**src/rtl/timer_pkg.sv**
```systemverilog
// timer_pkg: shared register map, AHB encodings and types for the AHB timer
// slave and its reusable bus front end.
//   REG_*        word indices (haddr[4:2]) of the timer registers
//   HTRANS_*     AHB transfer types
//   HRESP_*      AHB response codes
//   ctrl_t       single-bit CTRL fields (prescale is parameterised, held apart)
//   err_state_t  states of the two-cycle ERROR response
package timer_pkg;

   localparam logic [2:0] REG_CTRL     = 3'd0;
   localparam logic [2:0] REG_STAT     = 3'd1;
   localparam logic [2:0] REG_MTIME_LO = 3'd2;
   localparam logic [2:0] REG_MTIME_HI = 3'd3;
   localparam logic [2:0] REG_CMP_LO   = 3'd4;
   localparam logic [2:0] REG_CMP_HI   = 3'd5;

   localparam logic [1:0] HTRANS_IDLE   = 2'b00;
   localparam logic [1:0] HTRANS_BUSY   = 2'b01;
   localparam logic [1:0] HTRANS_NONSEQ = 2'b10;
   localparam logic [1:0] HTRANS_SEQ    = 2'b11;

   localparam logic HRESP_OKAY  = 1'b0;
   localparam logic HRESP_ERROR = 1'b1;

   localparam logic [2:0] HSIZE_WORD = 3'b010;

   typedef struct packed {
      logic irq_en;
      logic en;
   } ctrl_t;

   typedef enum logic [1:0] {
      ERR_IDLE,
      ERR_1,
      ERR_2
   } err_state_t;

   function automatic logic reg_mapped(input logic [2:0] idx);
      return idx <= REG_CMP_HI;
   endfunction

endpackage

```
**src/rtl/ahb_slave_port.sv**
```systemverilog
// ahb_slave_port: AHB-Lite address-phase capture plus the two-cycle ERROR
// response, shared by the peripheral slaves.
//   hclk, hrst            clock, synchronous active-high reset
//   hsel, hwrite, hready  select, direction, bus-wide HREADY
//   htrans, hsize         transfer type and size (only word size is legal)
//   addr_idx, addr_ok     word index of the address and whether it is mapped
//   hreadyout, hresp      slave response for the current data phase
//   dp_valid              a legal transfer is in its data phase
//   dp_write, dp_idx      direction and word index of that transfer
module ahb_slave_port
   import timer_pkg::*;
(
   input  logic       hclk,
   input  logic       hrst,
   input  logic       hsel,
   input  logic       hwrite,
   input  logic       hready,
   input  logic [1:0] htrans,
   input  logic [2:0] hsize,
   input  logic [2:0] addr_idx,
   input  logic       addr_ok,
   output logic       hreadyout,
   output logic       hresp,
   output logic       dp_valid,
   output logic       dp_write,
   output logic [2:0] dp_idx
);

   err_state_t state, state_next;
   logic       accept;
   logic       bad;

   assign accept = hsel & hready & ((htrans == HTRANS_NONSEQ) | (htrans == HTRANS_SEQ));
   assign bad    = (hsize != HSIZE_WORD) | ~addr_ok;

   always_ff @(posedge hclk) begin
      if (hrst) begin
         state    <= ERR_IDLE;
         dp_valid <= 1'b0;
         dp_write <= 1'b0;
         dp_idx   <= '0;
      end else begin
         state    <= state_next;
         dp_valid <= accept & ~bad;
         dp_write <= accept & hwrite;
         dp_idx   <= addr_idx;
      end
   end

   // ERR_2 drives hreadyout high, so a new address phase can be accepted
   // there; a second bad transfer restarts the sequence.
   always_comb begin
      state_next = state;
      hreadyout  = 1'b1;
      hresp      = HRESP_OKAY;
      case (state)
         ERR_IDLE: if (accept & bad) state_next = ERR_1;
         ERR_1: begin
            hreadyout  = 1'b0;
            hresp      = HRESP_ERROR;
            state_next = ERR_2;
         end
         ERR_2: begin
            hresp      = HRESP_ERROR;
            state_next = (accept & bad) ? ERR_1 : ERR_IDLE;
         end
         default: state_next = ERR_IDLE;
      endcase
   end

endmodule

```
**src/rtl/ahb_timer.sv**
```systemverilog
// ahb_timer: AHB-Lite timer slave with a prescaled 64-bit mtime counter and
// a 64-bit compare register driving a level timer interrupt.
//   hclk, hrst        clock, synchronous active-high reset
//   hsel_i .. haddr_i AHB-Lite slave inputs (hburst_i ignored)
//   hreadyout_o       slave ready, low only in the first ERROR cycle
//   hresp_o           0 = OKAY, 1 = ERROR
//   hrdata_o          read data, zero outside legal read data phases
//   timer_irq_o       registered interrupt (pending & irq_en)
module ahb_timer
   import timer_pkg::*;
#(
   parameter int AWIDTH     = 32,
   parameter int DWIDTH     = 32,
   parameter int PRESCALE_W = 8
) (
   input  logic              hclk,
   input  logic              hrst,
   input  logic              hsel_i,
   input  logic              hwrite_i,
   input  logic              hready_i,
   input  logic [2:0]        hsize_i,
   input  logic [2:0]        hburst_i,
   input  logic [1:0]        htrans_i,
   input  logic [DWIDTH-1:0] hwdata_i,
   input  logic [AWIDTH-1:0] haddr_i,
   output logic              hreadyout_o,
   output logic              hresp_o,
   output logic [DWIDTH-1:0] hrdata_o,
   output logic              timer_irq_o
);

   ctrl_t                 ctrl;
   logic [PRESCALE_W-1:0] prescale;
   logic [PRESCALE_W-1:0] pcnt;
   logic [63:0]           mtime;
   logic [63:0]           mtimecmp;
   logic [31:0]           hi_shadow;
   logic                  pending;
   logic                  pending_next;
   logic                  tick;
   logic                  dp_valid, dp_write;
   logic [2:0]            dp_idx;
   logic                  wr, rd;
   logic                  unused_bits;

   assign unused_bits = ^{hburst_i, haddr_i[AWIDTH-1:5], haddr_i[1:0]};

   ahb_slave_port u_port (
      .hclk      (hclk),
      .hrst      (hrst),
      .hsel      (hsel_i),
      .hwrite    (hwrite_i),
      .hready    (hready_i),
      .htrans    (htrans_i),
      .hsize     (hsize_i),
      .addr_idx  (haddr_i[4:2]),
      .addr_ok   (reg_mapped(haddr_i[4:2])),
      .hreadyout (hreadyout_o),
      .hresp     (hresp_o),
      .dp_valid  (dp_valid),
      .dp_write  (dp_write),
      .dp_idx    (dp_idx)
   );

   assign wr   = dp_valid & dp_write;
   assign rd   = dp_valid & ~dp_write;
   assign tick = ctrl.en & (pcnt == prescale);

   // Set beats a same-cycle W1C clear.
   assign pending_next = (ctrl.en & (mtime >= mtimecmp)) |
                         (pending & ~(wr & (dp_idx == REG_STAT) & hwdata_i[0]));

   always_ff @(posedge hclk) begin
      if (hrst) begin
         ctrl        <= '0;
         prescale    <= '0;
         pcnt        <= '0;
         mtime       <= '0;
         mtimecmp    <= '1;
         hi_shadow   <= '0;
         pending     <= 1'b0;
         timer_irq_o <= 1'b0;
      end else begin
         if (ctrl.en) pcnt <= tick ? '0 : pcnt + PRESCALE_W'(1);

         // A bus write to one half overrides the tick on that half and leaves
         // the other half at its pre-tick value (no carry across).
         if (wr && dp_idx == REG_MTIME_LO)
            mtime <= {mtime[63:32], hwdata_i[31:0]};
         else if (wr && dp_idx == REG_MTIME_HI)
            mtime <= {hwdata_i[31:0], mtime[31:0]};
         else
            mtime <= mtime + 64'(tick);

         if (wr && dp_idx == REG_CTRL) begin
            ctrl.en     <= hwdata_i[0];
            ctrl.irq_en <= hwdata_i[1];
            prescale    <= hwdata_i[8 +: PRESCALE_W];
         end
         if (wr && dp_idx == REG_CMP_LO) mtimecmp[31:0]  <= hwdata_i[31:0];
         if (wr && dp_idx == REG_CMP_HI) mtimecmp[63:32] <= hwdata_i[31:0];

         if (rd && dp_idx == REG_MTIME_LO) hi_shadow <= mtime[63:32];

         pending     <= pending_next;
         timer_irq_o <= pending_next & ctrl.irq_en;
      end
   end

   always_comb begin
      hrdata_o = '0;
      if (rd) begin
         case (dp_idx)
            REG_CTRL: begin
               hrdata_o[0]               = ctrl.en;
               hrdata_o[1]               = ctrl.irq_en;
               hrdata_o[8 +: PRESCALE_W] = prescale;
            end
            REG_STAT:     hrdata_o[0] = pending;
            REG_MTIME_LO: hrdata_o    = mtime[31:0];
            REG_MTIME_HI: hrdata_o    = hi_shadow;
            REG_CMP_LO:   hrdata_o    = mtimecmp[31:0];
            REG_CMP_HI:   hrdata_o    = mtimecmp[63:32];
            default:      hrdata_o    = '0;
         endcase
      end
   end

endmodule

```
**config.mk**
```make
export PLATFORM = sky130hd
export DESIGN_NAME = ahb_timer
export DESIGN_NICKNAME = d
export VERILOG_FILES = /design/src/rtl/timer_pkg.sv /design/src/rtl/ahb_slave_port.sv /design/src/rtl/ahb_timer.sv
export SDC_FILE = /design/constraint.sdc
export NUM_CORES = 1
export LEC_CHECK = 0
export CAP_MARGIN = 20
export CORE_MARGIN = 1
export CORE_UTILIZATION = 50
export DETAILED_ROUTE_END_ITERATION = 8
export DONT_BUFFER_PORTS = 1
export SLEW_MARGIN = 10
export SYNTH_ARGS = -nofsm -noshare
export SYNTH_HDL_FRONTEND = slang
export SYNTH_SLANG_ARGS = --single-unit
```
**constraint.sdc**
```tcl
create_clock -name hclk -period 4.5 [get_ports hclk]
set_input_delay 0.45 -clock hclk [delete_from_list [all_inputs] [get_ports hclk]]
set_output_delay 0.45 -clock hclk [all_outputs]
set_load 0.005 [all_outputs]
```
==> summary.md <==
| Metric | Value |
|---|---|
| Starting DRT DRC Count | `985` |
| Width of the die | `152 um` |
| Reg area | `3750 um2` |
| Full die area | `23000 um2` |
| CP Cell Sequence | `xnor2_1, nand4_1, nor3_1, buf_4, ha_1, ha_1, nand3_1, nor4_1, nor2b_1, buf_4, and2_0, a311oi_1, nor4_1` |
| Worst setup path end | `mtime[52]` |
| Asr flop ratio synth | `0%` |
| Crit path time final | `3.56 ns` |
| Pwr dens | `275 nW/um2` |
| Largest net degree at the start of global routing | `102` |
| #FFs+latches synth | `187` |
| Highest clock rate | `281 MHz` |
| Drt pass-1 iters | `7` |
| PostCTS Resize Cnt | `0` |
| Final TNS setup | `0 ns` |
| RSZ-0062 raised after global routing | `false` |
| CTS max path bufs | `2` |
| Sinks on Clock Net | `187` |
| # nets final | `1548` |
| GRT Util Overall | `31.3%` |
| CTS buffer count | `17` |
| Share of cells above drive strength 1 | `6.23%` |
| Final period utilization | `79.1%` |
| Final Wtd Congestion | `0.863` |
| Number of routed nets with antenna violations | `0` |
| H-Tree Depth | `4` |
| # diodes | `0` |
| Crit end category | `flip-flop` |
| Multi-input logic area | `6780 um2` |
| DRC | `0` |
| Worst VDD drop | `259 uV` |
| Slew Limit Fails | `0` |
| First-pass GRT wire length | `54700 um` |
| Post-DR vias/cell | `6.31` |
| Final Hold Fails | `0` |
| Fill cells | `2131` |
| Post-synth EDFFs | `0` |
| CP Data Arrival Time | `3.89 ns` |
| Hold Path Class | `in -> reg` |
| Most used DFF post-synth | `dfxtp_1` |
| Cells after Synth | `1459` |
| Crit-path slowest cell | `nor4_1` |
| Busiest metal layer after global routing | `met2` |
| Grt met1 use | `44.2%` |
| WL final | `35600 um` |
| Crit path required time | `4.84 ns` |
| Syn Nets | `1608` |
| PortBufs | `0` |
| Rows | `54` |
| Avg Synthesized Cell Area | `7.69 um2` |
| Actual slew at the worst max-slew pin | `0.989 ns` |
| Number of max-cap violations | `0` |
| Crit Path Max Fanout | `8` |
| Tot Pwr | `0.00330 W` |
| I/O pins | `112` |
| Worst slew margin | `32.4%` |
| Grt met2 use | `47.4%` |
| Register area share after synthesis | `33.4%` |
| Critical path class | `reg -> reg` |
| GRT met3 Usage | `6.29%` |
| Initial antenna violation count | `0` |
| Final setup viols | `0` |
| Vias in the first global route | `9530` |
| Remaining Overflow, GRT | `0` |
| Setup Skew | `0.0182 ns` |
| End of the worst register-to-register path | `mtime[52]` |
| Synth warn | `0` |
| Clock-pin slew on the worst setup and hold paths | `0.08 ns` |
| Clock Latency Late Sink | `0.45 ns` |
| Synth-to-Final Area Change | `7.04%` |
| Post-synth cell types | `60` |
| Clock root cell | `clkbuf_16` |
| Slowest cell delay on critical path | `0.58 ns` |
| DP HPWL | `24900 um` |
| Mapped cell area | `11200 um2` |
| Setup Fix Bufs, Post-CTS | `0` |
| Drt wl/cell | `21.0 um` |
| TritonCTS clock tree | `done` |
| R2r worst-path depth | `13` |
| Vias | `10700` |
| Core area | `21900 um2` |
| Flop2flop setup slack | `0.94 ns` |
| Reg-to-Reg Start | `pcnt[0]` |
| Initial core utilization | `51.2%` |
| Commonest non-fill, non-tap cell in the layout | `nand2_1` |
| Worst setup path start | `pcnt[0]` |
| Leakage dissipation | `4.80 nW` |
| CTS Hold Buffers Added | `0` |
| Most frequent cells in the layout | `nand2_1, dfxtp_1, a21oi_1` |
| Status | `completed` |
| Worst setup SP type | `flip-flop` |
| Die Span Y | `152 um` |
-- through the flow --
step | cells | utilization (%) | hold slack [ns] | worst slack (ns) | area (um2)
final | 1692 | 54.8 | 0.0774 | 0.942 | 12000
after global routing | 1692 | 54.8 | 0.0522 | 0.586 | 12000
after CTS | 1692 | 54.8 | 0.0711 | 1.03 | 12000
after detailed placement | 1660 | 52.2 | 0.440 | 1.08 | 11400
after global placement | 1659 | 52.1 | 0.437 | 1.12 | 11400
after floorplan | 1459 | - | 0.423 | 1.56 | 11200
-- metal layers --
| layer | part of all wire, % | vias to the layer above | wire length (um) |
|---|---|---|---|
| li1 | - | 5159 | - |
| met1 | 46 | 5110 | 16400 |
| met2 | 44 | 346 | 15600 |
| met3 | 7.4 | 63 | 2620 |
| met4 | 2.7 | 0 | 947 |
| met5 | 0 | - | 0 |
-- worst min-delay path by stage --
stage	from	to	slack [ns]	depth (start not counted)
finish	hrst	mtime[14]	0.08	1
global placement	hi_shadow[12]	hi_shadow[12]	0.44	2
global route	hrst	mtime[16]	0.05	1
detailed placement	hi_shadow[13]	hi_shadow[13]	0.44	2
CTS	hrst	prescale[7]	0.07	1
floorplan	ctrl[1]	timer_irq_o	0.42	2
-- state kept, by name, summed over array words and instances (netlist names) --
| register | cells |
|---|---|
| u_port.dp_idx | 3 |
| u_port.dp_write | 1 |
| u_port.state | 2 |
| mtime | 64 |
| timer_irq_o | 1 |
| pending | 1 |
| hi_shadow | 32 |
| prescale | 8 |
| pcnt | 8 |
| ctrl | 2 |
| mtimecmp | 64 |
| u_port.dp_valid | 1 |
-- report_power, final --
| part | internal, W | switching, W |
|---|---|---|
| clock | 0.000785 | 0.000749 |
| combinational | 0.0000354 | 0.0000693 |
| sequential | 0.00166 | 0.0000100 |
| total | 0.00248 | 0.000828 |
-- cell usage after synthesis (all sizes together) (7+ instances only) --
library cell  number  area (um2)
o32ai              8        70.1
a21oi            137         686
o21a               7        52.6
nand2            238         893
inv               83         312
ha                72         901
a211oi             8        60.1
o211ai            66         495
nand4             30         188
o22ai             26         163
a21o              12        90.1
nand3             34         170
o31ai              8        60.1
and2              42         263
and3              22         138
or3                9        56.3
nor3              21         110
o21ai             49         245
xnor2              8        70.1
nor4              13        81.3
a22oi             25         188
dfxtp            187        3740
nor2              75         282
a31oi             22         138
a221oi            11        96.3
buf               13        67.6
clkbuf            97         364
mux2i             52         521
-- logic make-up (layout without fill, tap and decap cells) --
logic type / after synthesis / count (layout) / share of synthesized area (%)
compound gates: 426 / 426 / 24.8
xor+xnor: 14 / 14 / 1.09
fa+ha+maj: 72 / 72 / 8.03
buf+inv: 193 / 146 / 6.63
flops: 187 / 187 / 33.4
mux: 52 / 52 / 4.64
simple gates: 515 / 515 / 21.4
-- layout make-up --
cell class | instances | share of cell area [%]
Tap cell | 280 | 2.92
Clock inverter | 15 | 1.27
Clock buffer | 17 | 3.54
Sequential cell | 187 | 31.2
Timing Repair Buffer | 31 | 1.97
Multi-Input combinational cell | 1079 | 56.5
Inverter | 83 | 2.60
-- critical path: cells and delay by family (launching register included) --
kind | cells | cell delay [ns]
xor gates and xnor gates | 1 | 0.15
adders and majority gates | 2 | 0.42
AOI/OAI and AO/OA | 1 | 0.15
DFF | 1 | 0.47
buffers and inverters | 2 | 0.37
and+or+nand+nor | 7 | 1.87
Power figures use the tool's default switching activity.
